==> src/rtl/uart_inst_loader.sv <==
// uart_inst_loader: 8N1 UART receiver that packs bytes little-endian into 32-bit
// words and writes them to instruction memory, holding the core in reset until done.
// Optional idle-timeout completion: define INST_LOADER_TIMEOUT_EN.
module uart_inst_loader #(
  parameter int unsigned CLKS_PER_BIT      = 10417,
  parameter logic [31:0] BASE_ADDR         = 32'h0000_0000,
  parameter int unsigned IDLE_TIMEOUT_BITS = 64
) (
  input  logic        clk_i,
  input  logic        rst_ni,
  input  logic        uart_rx_i,
  input  logic        load_en_i,
  output logic        mem_req_o,
  input  logic        mem_gnt_i,
  output logic [31:0] mem_addr_o,
  output logic [31:0] mem_wdata_o,
  output logic [15:0] word_count_o,
  output logic        frame_err_o,
  output logic        overrun_o,
  output logic        load_done_o,
  output logic        core_rst_no
);
  localparam int unsigned TW = $clog2(CLKS_PER_BIT + 1);
  localparam logic [TW-1:0] BIT_END  = TW'(CLKS_PER_BIT - 1);
  localparam logic [TW-1:0] HALF_END = TW'(CLKS_PER_BIT / 2 - 1);

  typedef enum logic [1:0] {IDLE, START, DATA, STOP} state_t;

  state_t        state_q, state_d;
  logic [TW-1:0] timer_q, timer_d;
  logic [2:0]    bit_idx_q, bit_idx_d;
  logic [7:0]    shift_q, shift_d;
  logic [1:0]    byte_idx_q, byte_idx_d;
  logic [31:0]   word_buf_q, word_buf_d;
  logic          rx_s1_q, rx_s1_d, rx_s2_q, rx_s2_d, rx_s3_q, rx_s3_d;
  logic          req_q, req_d;
  logic [31:0]   addr_q, addr_d, wdata_q, wdata_d;
  logic [15:0]   count_q, count_d;
  logic          frame_err_q, frame_err_d, overrun_q, overrun_d, done_q, done_d;
  logic          byte_ok;
  logic          timeout;

`ifdef INST_LOADER_TIMEOUT_EN
  localparam int unsigned TO_CYC = IDLE_TIMEOUT_BITS * CLKS_PER_BIT;
  localparam int unsigned IW = $clog2(TO_CYC + 1);
  localparam logic [IW-1:0] TO_END = IW'(TO_CYC);
  logic [IW-1:0] idle_q, idle_d;

  // Count consecutive high-line cycles in IDLE, saturating at the timeout length.
  always_comb begin
    idle_d = (load_en_i && state_q == IDLE && rx_s2_q) ? ((idle_q == TO_END) ? idle_q : idle_q + 1'b1) : '0;
    timeout = (idle_q == TO_END) && (count_q != 16'd0) && (byte_idx_q == 2'd0) && !req_q;
  end

  // Idle timer register.
  always_ff @(posedge clk_i or negedge rst_ni) begin
    if (!rst_ni) idle_q <= '0;
    else         idle_q <= idle_d;
  end
`else
  assign timeout = 1'b0;
`endif

  // Next-state logic: RX bit FSM, word assembly, memory handshake and load completion.
  always_comb begin
    rx_s1_d     = uart_rx_i;
    rx_s2_d     = rx_s1_q;
    rx_s3_d     = rx_s2_q;
    state_d     = state_q;
    timer_d     = timer_q + 1'b1;
    bit_idx_d   = bit_idx_q;
    shift_d     = shift_q;
    byte_idx_d  = byte_idx_q;
    word_buf_d  = word_buf_q;
    req_d       = req_q;
    addr_d      = addr_q;
    wdata_d     = wdata_q;
    count_d     = count_q;
    frame_err_d = 1'b0;
    overrun_d   = overrun_q;
    done_d      = done_q;
    byte_ok     = 1'b0;
    if (!load_en_i) begin
      state_d    = IDLE;
      timer_d    = '0;
      byte_idx_d = 2'd0;
    end else begin
      case (state_q)
        IDLE: begin
          timer_d = '0;
          if (rx_s3_q && !rx_s2_q) state_d = START;
        end
        START: if (timer_q == HALF_END) begin
          timer_d   = '0;
          bit_idx_d = 3'd0;
          state_d   = rx_s2_q ? IDLE : DATA;
        end
        DATA: if (timer_q == BIT_END) begin
          timer_d   = '0;
          shift_d   = {rx_s2_q, shift_q[7:1]};
          bit_idx_d = bit_idx_q + 3'd1;
          if (bit_idx_q == 3'd7) state_d = STOP;
        end
        STOP: if (timer_q == BIT_END) begin
          timer_d     = '0;
          state_d     = IDLE;
          byte_ok     = rx_s2_q;
          frame_err_d = !rx_s2_q;
        end
        default: state_d = IDLE;
      endcase
    end
    if (byte_ok) begin
      byte_idx_d = byte_idx_q + 2'd1;
      word_buf_d[{byte_idx_q, 3'b000} +: 8] = shift_q;
      if (byte_idx_q == 2'd3) begin
        if (req_q) overrun_d = 1'b1;
        else begin
          req_d   = 1'b1;
          wdata_d = {shift_q, word_buf_q[23:0]};
        end
      end
    end
    if (req_q && mem_gnt_i) begin
      req_d   = 1'b0;
      addr_d  = addr_q + 32'd4;
      count_d = count_q + 16'd1;
    end
    if ((!load_en_i && !req_q) || timeout) done_d = 1'b1;
  end

  // State and output registers.
  always_ff @(posedge clk_i or negedge rst_ni) begin
    if (!rst_ni) begin
      rx_s1_q     <= 1'b1;
      rx_s2_q     <= 1'b1;
      rx_s3_q     <= 1'b1;
      state_q     <= IDLE;
      timer_q     <= '0;
      bit_idx_q   <= 3'd0;
      shift_q     <= 8'd0;
      byte_idx_q  <= 2'd0;
      word_buf_q  <= 32'd0;
      req_q       <= 1'b0;
      addr_q      <= BASE_ADDR;
      wdata_q     <= 32'd0;
      count_q     <= 16'd0;
      frame_err_q <= 1'b0;
      overrun_q   <= 1'b0;
      done_q      <= 1'b0;
    end else begin
      rx_s1_q     <= rx_s1_d;
      rx_s2_q     <= rx_s2_d;
      rx_s3_q     <= rx_s3_d;
      state_q     <= state_d;
      timer_q     <= timer_d;
      bit_idx_q   <= bit_idx_d;
      shift_q     <= shift_d;
      byte_idx_q  <= byte_idx_d;
      word_buf_q  <= word_buf_d;
      req_q       <= req_d;
      addr_q      <= addr_d;
      wdata_q     <= wdata_d;
      count_q     <= count_d;
      frame_err_q <= frame_err_d;
      overrun_q   <= overrun_d;
      done_q      <= done_d;
    end
  end

  assign mem_req_o    = req_q;
  assign mem_addr_o   = addr_q;
  assign mem_wdata_o  = wdata_q;
  assign word_count_o = count_q;
  assign frame_err_o  = frame_err_q;
  assign overrun_o    = overrun_q;
  assign load_done_o  = done_q;
  assign core_rst_no  = done_q;
endmodule

==> config.mk <==
export PLATFORM = sky130hd
export DESIGN_NAME = uart_inst_loader
export DESIGN_NICKNAME = d
export VERILOG_FILES = /design/src/rtl/uart_inst_loader.sv
export SDC_FILE = /design/constraint.sdc
export NUM_CORES = 1
export LEC_CHECK = 0
export CAP_MARGIN = 5
export CORE_ASPECT_RATIO = 2
export CORE_MARGIN = 2
export CORE_UTILIZATION = 35
export CTS_CLUSTER_DIAMETER = 100
export CTS_CLUSTER_SIZE = 12
export DETAILED_ROUTE_END_ITERATION = 12
export GPL_TIMING_DRIVEN = 0
export PLACE_DENSITY = 0.56
export SLEW_MARGIN = 20
export SYNTH_ARGS = -nofsm -noshare
export SYNTH_HDL_FRONTEND = slang
export SYNTH_SLANG_ARGS = --single-unit
==> constraint.sdc <==
create_clock -name clk_i -period 2.3 [get_ports clk_i]
set_input_delay 0.69 -clock clk_i [delete_from_list [all_inputs] [get_ports clk_i]]
set_output_delay 0.69 -clock clk_i [all_outputs]
set_load 0.05 [all_outputs]
=== Yosys cells after proc, flatten, opt, wreduce, memory -nomap -nowiden ===
Cells that the tools add are included.

* Register bits after elaboration: 148
* Input port bits: 5
* Output and inout port bits: 85
* Word-level logic and storage cells: 84

* Add/sub/neg operators: 6
* Eq/ne operators: 15
* Shift-type cells: 2
* Muxes and demuxes: 27
* Bitwise operators: 1
* Reduce and logical (&&, ||, !) cells: 17

{| class="wikitable"
|+ Operators by type and width
! operator !! count
|-
| two-way mux 14 bit || 3
|-
| case mux 14 bit (3 select lines) || 1
|-
| adder 32 x 3 -> 32 bit, second input constant || 1
|-
| bitwise mux 32 bit || 1
|-
| variable shift 8 x 7 -> 32 bit, first input constant || 1
|-
| indexed part select 8 x 7 -> 32 bit || 1
|-
| two-way mux 2 bit || 9
|-
| adder 16 x 1 -> 16 bit, second input constant || 1
|-
| != test 3 bit, second input constant || 5
|-
| adder 14 x 1 -> 14 bit, second input constant || 1
|-
| equality test 14 x 13 -> 1 bit, second input constant || 1
|-
| equality test 14 bit, second input constant || 1
|-
| two-way mux 1 bit || 9
|-
| AND reduction 3 bit || 3
|-
| case mux 2 bit (4 select lines) || 1
|-
| negator 5 -> 7 bit || 1
|-
| equality test 2 bit, second input constant || 3
|-
| two-way mux 3 bit || 2
|-
| case mux 3 bit (2 select lines) || 1
|-
| nonzero test 2 bit || 3
|-
| AND reduction 5 bit || 1
|-
| != test 2 bit, second input constant || 2
|-
| AND reduction 4 bit || 1
|-
| adder 3 x 1 -> 3 bit, second input constant || 1
|-
| 10 further kinds || 14
|}

=== Longest topological paths before layout ===
Gate-level depths: netlist of run 1.

* Depth after elaboration: 6
* Mapped depth: 8
* Gate-level depth less buffers: 6

=== Least setup slack after synthesis of run 1 ===
Ideal clock, no wire load.

* Path kind: reg-to-reg
* Start: register timer_q[3]
* End: register wdata_q[25] (netlist: mem_wdata_o[25])
* Arrival: 2.008 ns
* Path slack: 0.164 ns
* Stages on the path, launching flop included: 8
* Path buffers: 2
* Path through: dfrtp_1 nor4b_4 nand4_4 nor3_2 and3b_1 buf_6 buf_6 mux2_1

* Word-level cells in the longest chain between the ends: 5

{| class="wikitable"
|+ Ends and longest elaborated chain
! item !! RTL line !! RTL
|-
| start: declaration || 30 || <nowiki>logic [TW-1:0] timer_q, timer_d;</nowiki>
|-
| start signal: assignment || 156 || <nowiki>timer_q <= timer_d;</nowiki>
|-
| equality test 14 bit || 104 || <nowiki>STOP: if (timer_q == BIT_END) begin</nowiki>
|-
| two-way mux 1 bit || 104 ||
|-
| two-way mux 1 bit || 88 || <nowiki>case (state_q)</nowiki>
|-
| two-way mux 1 bit || 83 || <nowiki>if (!load_en_i) begin</nowiki>
|-
| AND reduction 3 bit (no source line) || -- ||
|-
| end signal: assignment || 163 || <nowiki>wdata_q <= wdata_d;</nowiki>
|-
| end: declaration || 37 || <nowiki>logic [31:0] addr_q, addr_d, wdata_q, wdata_d;</nowiki>
|}

Every way passes these cells.
A chain may end at the register's enable or synchronous reset.

=== Worst setup path after layout of run 1 ===
* Start: register wdata_q[18] (netlist: mem_wdata_o[18])
* End: output mem_wdata_o[18]

{| class="wikitable"
|+ RTL lines
! item !! RTL line !! RTL
|-
| end: declaration || 16 || <nowiki>output logic [31:0] mem_wdata_o,</nowiki>
|}

No word-level cell between the ends.

==> flow_summary_export.csv, run 1 <==
group,metric,value,unit
detailed_routing,drc,0,
sta,rsz0062_at_grt,"yes",
floorplan,initial_utilization,35.3,%
power_and_ir_drop,powerDensity,661,nW/um2
final_layout,drive_gt1_share,13.1,%
synth,yosys-top-cells-area,"dfrtp_1 (56%), mux2_1 (5.4%), xnor2_1 (5.2%)",
synth,yosysWarnings,0,
sta,maxSlewHeadroom,42.7,%
worst_setup_path,cp-end-kind,"primary output",
synth,seq_area_frac_synth,57.2,%
final_layout,diodes,0,
synth,synthAdderAreaFrac,2.28,%
detailed_routing,drt-initial-drc-count,137,
floorplan,core,17100,um2
clock_network,cts_tree,"yes",
floorplan,die_area,18400,um2
grt,grt_pass1_wl,20.8,mm
placement,dpl.hpwl,8.20,mm
synth,synth_compound_area_share,3.71,%
floorplan,rows,68,
synth,yosysMostFrequentCell,"dfrtp_1",
final_layout,syn_to_final_growth,30.7,%
final_layout,regArea,3460,um2
worst_setup_path,critical-path-max-stage-delay,0.80,ns
worst_setup_path,path_delay_family,"buffers and inverters",
synth,netlist_area,6040,um2
detailed_routing,num_vias,4059,
clock_network,cts_buffers,17,
synth,synth_top_area_share,55.9,%
final_layout,n_fill_cell,1582,
clock_network,cts.clk_slew.worst_paths,0.06,ns
sta,worst_pin_slew,0.857,ns
floorplan,io_pins,90,
sta,finalCritPeriodShare,97.8,%
sta,period_minus_slack,2.25,ns
synth,synth_common_cells,"dfrtp_1 (135), nand3_1 (49), inv_1 (36), xnor2_1 (36), nor2_1 (31)",
placement,placedCellCount,809,
worst_setup_path,critical_path_class,"reg2out",
synth,async_reset_ff_share,100,%
clock_network,clockBufferDepth,2,
sta,setup_violations,0,
worst_hold_path,min_path_type,"in2async",
power_and_ir_drop,max-vdd-ir-drop,0.000484,V
detailed_routing,drt-pass1-iter-count,6,
detailed_routing,drt.antenna.violating_nets,0,
grt,track_usage,14.0,%
final_layout,multi_input_area,2360,um2
outcome,status,"complete, no violations",
synth,syn_area_per_cell,11.8,um2
clock_network,clockRootBuffer,"clkbuf_16",
synth,yosys.area.top_type,"dfrtp_1",
grt,grt_pass1_vias,4180,
worst_setup_path,worstPathRequired,1.61,ns
clock_network,clk-insertion-delay-late,0.41,ns
placement,placed_area,7210,um2
run,cap_violations,0,
worst_setup_path,critPathArrivalTime,1.56,ns
final_layout,layout.core_utilization,46.2,%
placement,post-place-ws,-0.710,ns
sta,worst_slack,0.0497,ns
grt,grt_max_degree,80,
grt,overflow,0,
sta,hold_violations,0,
synth,synthSimpleGateAreaFrac,16.6,%
grt,antenna_found_initial,0,
synth,post_synth_xor_area_fraction,8.27,%
synth,ys.flop_type,"dfrtp_1",
clock_network,htree_levels,4,
clock_network,clock-sinks,138,
synth,synth_top_family_by_area,"simple AND/OR/NAND/NOR gates",
sta,finalMaxSlewViolations,0,
placement,gp_congestion,0.791,
detailed_routing,routedWlPerCell,14.2,um
synth,synth_cell_types,47,
synth,synth-edff-count,0,
worst_setup_path,start_kind,"register",
detailed_routing,vias_per_cell,4.77,
detailed_routing,wl,12.1,mm
final_layout,nets,644,
synth,ys_ff_latch,138,
synth,synthMuxAreaShare,7.62,%
final_layout,fin_cells,851,
final_layout,final_area,7900,um2
worst_setup_path,crit_slowest_cell,"clkdlybuf4s50_1",
worst_setup_path,crit_chain,"clkdlybuf4s50_1",
power_and_ir_drop,p_leak,4.28,nW
sta,fmax,444,MHz
placement,portBuffers,87,
sta,clock_skew,0.00705,ns
worst_setup_path,critical_path_buf_inv_count,1,
floorplan,die_x,96.9,um
floorplan,die_y,190,um
synth,synth_cells,510,
worst_setup_path,cp_max_fo,2,
[cells by family (layout without fill, tap and decap cells)]
family | count (synthesis) | in the layout
muxes | 41 | 41
AOI/OAI and AO/OA | 39 | 39
and+or+nand+nor | 173 | 173
xor gates and xnor gates | 57 | 57
adders and majority gates | 11 | 11
buffers and inverters | 50 | 180
DFF | 138 | 138
other | 1 | 2
[per-stage QoR]
| step | hold WS (ns) | setup TNS (ns) | total power (W) |
|---|---|---|---|
| 6_report | 0.196 | 0 | 0.00522 |
| 5_1_grt | 0.216 | -0.590 | 0.00542 |
| 4_1_cts | 0.210 | 0 | 0.00530 |
| 3_5_place_dp | 0.353 | -35.56 | 0.00262 |
| 3_3_place_gp | 0.346 | -734.38 | 0.00262 |
| 2_1_floorplan | 0.345 | 0 | 0.00254 |
[layer usage]
layer / vias to the layer above / GRT usage (%) / part of all wire [%]
li1: 1975 / - / -
met1: 1989 / 18.5 / 47
met2: 81 / 21.8 / 49
met3: 14 / 3.01 / 3.1
met4: 0 / 6.50 / 1.7
met5: - / 0 / 0
[state kept, by name, indices dropped and copies added, names as in the netlist]
name          count
bit_idx_q         3
rx_s3_q           1
core_rst_no       1
state_q           2
overrun_o         1
mem_addr_o       30
word_count_o     16
mem_wdata_o      32
mem_req_o         1
shift_q           8
word_buf_q       24
byte_idx_q        2
rx_s2_q           1
rx_s1_q           1
timer_q          14
frame_err_o       1
[repair_timing]
action | CTS | global route
hold buffers | 0 | 0
resized for setup | 51 | 26
setup buffers | 1 | 9
endpoints found under the setup margin | 82 | 71
pin swaps | 1 | 3
[cells in the final DEF, fill, tap and decap left out, types with 6 or more instances in the layout]
cell,Yosys,layout
dfrtp_1,135,135
dlygate4sd2_1,0,49
nand3_1,49,48
inv_1,36,36
xnor2_1,36,36
nand2_1,30,30
nor2_1,31,30
mux2_1,29,29
o21ai_0,27,27
xor2_1,21,21
dlymetal6s2s_1,0,20
clkbuf_16,0,17
clkdlybuf4s50_1,0,17
buf_4,4,14
nand4_1,11,11
mux2_2,11,11
ha_1,11,11
and3_1,10,10
and4_1,6,6
[cell type report]
| cell class | count | area share, % |
|---|---|---|
| Buffer | 14 | 1.55 |
| Timing Repair Buffer | 98 | 12.4 |
| Tap cell | 210 | 3.33 |
| Inverter | 36 | 1.71 |
| Sequential cell | 138 | 43.8 |
| Multi-Input combinational cell | 323 | 30.0 |
| Clock inverter | 12 | 1.60 |
| Clock buffer | 20 | 5.66 |
[power by group]
part | leakage, nW | total, W | internal (W) | switching (W)
registers | 1.78 | 0.00245 | 0.00244 | 0.0000118
logic | 2.23 | 0.000124 | 0.0000326 | 0.0000911
clock network | 0.268 | 0.00264 | 0.00162 | 0.00103
[path summary, 6_finish.rpt]
path / from / endpoint / slack (ns) / cells after the start
max: mem_wdata_o[18] / mem_wdata_o[18] / 0.05 / 1
min: rst_ni / mem_wdata_o[12] / 0.20 / 1
max reg2reg: timer_q[9] / mem_wdata_o[30] / 0.08 / 7
min reg2reg: rx_s1_q / rx_s2_q / 0.36 / 0
max in group asynchronous: rst_ni / mem_addr_o[4] / 1.35 / 2
min in group clk_i: rx_s1_q / rx_s2_q / 0.36 / 0
Note: power is estimated with default switching activity, not from simulation.
==> run 2, diff against run 1 <==
- PLACE_DENSITY: 0.56 -> 0.54
- clock period: 2.3 -> 2.58 ns (I/O delays scaled with it)
==> flow_summary_export.csv, run 2 (same netlist as run 1, synthesis figures left out) <==
group,metric,value,unit
detailed_routing,num_vias,4017,
sta,rsz0062_at_grt,"no",
final_layout,largest_reg_flops,32,
outcome,status,"complete, no violations",
detailed_routing,routed-wl-met3,361,um
sta,hold_violations,0,
worst_setup_path,reg2reg_to,"mem_wdata_o[27]",
power_and_ir_drop,powerDensity,622,nW/um2
detailed_routing,met1_length,5.72,mm
worst_setup_path,r2r_slack,0.22,ns
worst_setup_path,startpoint,"mem_addr_o[6]",
worst_setup_path,start_kind,"register",
clock_network,ctsHoldBuffers,0,
clock_network,clock-sinks,138,
placement,dpl.hpwl,8.31,mm
sta,holdWs,0.294,ns
detailed_routing,route.met2.wl,5.70,mm
final_layout,n_fill_cell,1630,
worst_setup_path,critical_path_buf_inv_count,1,
power_and_ir_drop,power,0.00488,W
worst_setup_path,crit_chain,"clkdlybuf4s50_1",
sta,period_minus_slack,2.49,ns
final_layout,drive_gt1_share,11.6,%
grt,grt_max_degree,80,
worst_setup_path,crit_slowest_cell,"clkdlybuf4s50_1",
final_layout,diodes,0,
clock_network,clockRootBuffer,"clkbuf_16",
worst_setup_path,cp-end-kind,"primary output",
clock_network,cts_tree,"yes",
clock_network,htree_levels,4,
detailed_routing,drt.antenna.violating_nets,0,
floorplan,rows,68,
floorplan,die_y,190,um
final_layout,mostFrequentLayoutCells,"dfrtp_1 (135), clkdlybuf4s50_1 (85), nand3_1 (48)",
power_and_ir_drop,p_leak,3.67,nW
detailed_routing,drt-pass1-iter-count,4,
placement,gp_congestion,0.793,
worst_setup_path,worstPathRequired,1.81,ns
detailed_routing,vias_per_cell,4.78,
final_layout,final_common_cell,"dfrtp_1",
floorplan,initial_utilization,35.3,%
final_layout,nets,634,
final_layout,syn_to_final_growth,29.9,%
worst_setup_path,critPathArrivalTime,1.72,ns
worst_setup_path,path_delay_family,"buffers and inverters",
sta,worst_pin_slew,0.987,ns
grt,grt_pass1_wl,20.5,mm
final_layout,layout.core_utilization,45.9,%
clock_network,clk-insertion-delay-late,0.42,ns
grt,track_usage,13.9,%
run,cap_violations,0,
grt,overflow,0,
power_and_ir_drop,max-vdd-ir-drop,0.000405,V
placement,portBuffers,87,
detailed_routing,maxUsedRoutingLayer,"met4",
detailed_routing,drc,0,
detailed_routing,drt-initial-drc-count,81,
sta,clock_skew,0.00759,ns
worst_hold_path,min_path_type,"in2async",
sta,finalCritPeriodShare,96.5,%
grt,antenna_found_initial,0,
clock_network,cts.clk_slew.worst_paths,0.06,ns
worst_setup_path,r2r_start,"timer_q[3]",
floorplan,core,17100,um2
grt,grt_pass1_vias,3966,
floorplan,io_pins,90,
sta,maxSlewHeadroom,34.1,%
worst_setup_path,critical-path-max-stage-delay,0.86,ns
detailed_routing,wl,12.0,mm
sta,fmax,402,MHz
worst_setup_path,r2r_cells,7,
floorplan,die_x,96.9,um
placement,post-place-ws,-0.466,ns
worst_setup_path,critical_path_class,"reg2out",
detailed_routing,routedWlPerCell,14.3,um
clock_network,post_cts_buffers,0,
floorplan,die_area,18400,um2
sta,setup_violations,0,
clock_network,clockBufferDepth,2,
sta,worst_slack,0.0895,ns
clock_network,cts_resized,2,
worst_setup_path,cp_max_fo,6,
clock_network,cts_buffers,17,
sta,finalMaxSlewViolations,0,
-- run 2: final cells by class --
| type | count | area (um2) | share of cell area [%] |
|---|---|---|---|
| Multi-Input combinational cell | 323 | 2340 | 29.8 |
| Buffer | 14 | 120 | 1.53 |
| Sequential cell | 138 | 3460 | 44.1 |
| Tap cell | 210 | 263 | 3.35 |
| Clock inverter | 14 | 195 | 2.49 |
| Timing Repair Buffer | 88 | 902 | 11.5 |
| Clock buffer | 18 | 439 | 5.60 |
| Inverter | 36 | 135 | 1.72 |
-- run 2: per-stage QoR --
step           cells  cell area [um2]  TNS, ns
2_1_floorplan    511             6040        0
3_3_place_gp     808             7180  -699.63
3_5_place_dp     809             7210   -19.01
4_1_cts          841             7850        0
5_1_grt          841             7850        0
6_report         841             7850        0
-- run 2: per-layer routing --
layer  global-route usage, %  vias to the layer above
met5                       0                        -
met4                    5.74                        0
met3                    3.71                       14
met2                    21.3                       77
met1                    18.6                     1975
li1                        -                     1951
-- run 2: report_power, final --
group          switching [W]  internal (W)
Clock               0.000939       0.00165
Sequential        0.00000879       0.00218
Combinational      0.0000816     0.0000294
-- run 2: worst max path at each step --
stage / to / slack, ns / depth (start not counted)
6_report: mem_addr_o[6] / 0.09 / 1
5_1_grt: mem_addr_o[4] / 0.02 / 1
4_1_cts: mem_addr_o[6] / 0.06 / 1
3_5_place_dp: mem_wdata_o[27] / -0.47 / 7
3_3_place_gp: mem_addr_o[21] / -4.99 / 1
2_1_floorplan: mem_wdata_o[25] / 0.44 / 7
==> run 3, diff against run 2 <==
- CORE_ASPECT_RATIO: 2 -> 0.6
- MAX_ROUTING_LAYER: default -> met4
==> flow_summary_export.csv, run 3 (same netlist as run 1, synthesis figures left out) <==
group,metric,value,unit
outcome,status,"complete, no violations",
placement,post-place-ws,-0.507,ns
detailed_routing,drt-pass1-iter-count,4,
clock_network,clockBufferDepth,2,
clock_network,clockRootBuffer,"clkbuf_16",
grt,grt_pass1_vias,4081,
grt,grt.met3_usage,4.91,%
grt,grt_pass1_wl,21.5,mm
clock_network,cts_tree,"yes",
worst_setup_path,critical_path_class,"reg2out",
final_layout,layout.core_utilization,46.1,%
sta,period_minus_slack,2.50,ns
final_layout,largest_reg_flops,32,
clock_network,htree_levels,4,
floorplan,die_x,174,um
final_layout,mostFrequentLayoutCells,"dfrtp_1 (135), clkdlybuf4s50_1 (82), nand3_1 (48)",
worst_setup_path,critPathArrivalTime,1.73,ns
sta,holdWs,0.233,ns
detailed_routing,wl,12.7,mm
grt,grt_max_degree,97,
detailed_routing,vias_per_cell,4.65,
grt,antenna_found_initial,0,
floorplan,die_area,18400,um2
placement,placedCellCount,833,
final_layout,final_common_cell,"dfrtp_1",
clock_network,cts.clk_slew.worst_paths,0.06,ns
detailed_routing,drt.antenna.violating_nets,0,
sta,worst_pin_slew,0.966,ns
detailed_routing,num_vias,4020,
grt,met1_usage,21.6,%
placement,dpl.hpwl,9.08,mm
final_layout,nets,634,
final_layout,drive_gt1_share,11.4,%
run,cap_violations,0,
sta,hold_violations,0,
worst_setup_path,r2r_cells,7,
sta,setup_violations,0,
final_layout,multi_input_area,2340,um2
placement,portBuffers,87,
sta,rsz0062_at_grt,"no",
worst_setup_path,path_delay_family,"buffers and inverters",
worst_setup_path,crit_slowest_cell,"clkdlybuf4s50_1",
clock_network,clock-sinks,138,
worst_setup_path,cp-end-kind,"primary output",
sta,worst_slack,0.0806,ns
power_and_ir_drop,max-vdd-ir-drop,0.000353,V
grt,track_usage,15.3,%
power_and_ir_drop,powerDensity,607,nW/um2
detailed_routing,drt-initial-drc-count,258,
power_and_ir_drop,p_leak,3.69,nW
worst_setup_path,reg2reg_to,"mem_wdata_o[27]",
grt,use_met2,20.8,%
floorplan,io_pins,90,
sta,finalMaxSlewViolations,0,
worst_setup_path,worstPathRequired,1.81,ns
final_layout,diodes,0,
detailed_routing,drc,0,
floorplan,rows,37,
worst_hold_path,min_path_type,"in2async",
power_and_ir_drop,power,0.00477,W
final_layout,fin_cells,864,
sta,maxSlewHeadroom,35.5,%
clock_network,cts_buffers,17,
grt,busiest_layer,"met1",
sta,finalCritPeriodShare,96.9,%
detailed_routing,routedWlPerCell,14.7,um
final_layout,regArea,3460,um2
worst_setup_path,cp_max_fo,6,
grt,overflow,0,
sta,fmax,400,MHz
placement,gp_congestion,0.807,
floorplan,initial_utilization,35.5,%
worst_setup_path,start_kind,"register",
worst_setup_path,critical-path-max-stage-delay,0.85,ns
clock_network,clk-insertion-delay-late,0.42,ns
worst_setup_path,crit_chain,"clkdlybuf4s50_1",
sta,clock_skew,0.0119,ns
final_layout,syn_to_final_growth,29.9,%
final_layout,n_fill_cell,1586,
worst_setup_path,critical_path_buf_inv_count,1,
clock_network,post_cts_buffers,0,
floorplan,core,17000,um2
worst_setup_path,r2r_slack,0.15,ns
floorplan,die_y,106,um
worst_setup_path,r2r_start,"timer_q[3]",
[run 3: cell types whose count changed in the layout (fill, tap and decap cells not counted), moves of 2 or more]
cell and delta:
clkdlybuf4s50_1 -3, clkinv_4 -2, clkinvlp_4 +2, dlymetal6s2s_1 +3
[run 3: timing repair]
| item | 4_1_cts | 5_1_grt |
|---|---|---|
| setup endpoints to repair | 12 | 8 |
| gates resized for setup | 2 | 3 |
| pin swaps | 0 | 0 |
| hold buffers | 0 | 0 |
[run 3: through the flow]
step	area (um2)	setup TNS, ns
4_1_cts	7840	0
2_1_floorplan	6040	0
3_5_place_dp	7240	-19.60
3_3_place_gp	7210	-670.48
5_1_grt	7850	0
6_report	7850	0
[run 3: area by class of cell]
type	count	share of cell area [%]
Clock buffer	17	5.42
Inverter	36	1.72
Sequential cell	138	44.1
Tap cell	234	3.73
Timing Repair Buffer	88	11.6
Multi-Input combinational cell	323	29.8
Clock inverter	14	2.18
Buffer	14	1.53
[run 3: metal layers]
metal | vias to the layer above | wire length [um]
met1 | 1995 | 6700
met3 | 7 | 543
li1 | 1951 | -
met5 | - | 0
met2 | 67 | 5370
met4 | 0 | 109
[run 3: power breakdown]
| part | internal (W) | switching (W) | leakage, nW | total (W) |
|---|---|---|---|---|
| clock | 0.00152 | 0.000952 | 0.286 | 0.00247 |
| sequential | 0.00217 | 0.00000884 | 1.78 | 0.00218 |
| combinational | 0.0000294 | 0.0000825 | 1.63 | 0.000112 |
[run 3: worst max path at each step]
| stage | end | depth (start not counted) | startpoint |
|---|---|---|---|
| 2_1_floorplan | mem_wdata_o[25] | 7 | timer_q[3] |
| 3_3_place_gp | mem_addr_o[22] | 1 | rst_ni |
| 3_5_place_dp | mem_wdata_o[28] | 7 | load_en_i |
| 4_1_cts | mem_addr_o[6] | 1 | mem_addr_o[6] |
| 5_1_grt | mem_addr_o[4] | 1 | mem_addr_o[4] |
| 6_report | mem_addr_o[4] | 1 | mem_addr_o[4] |
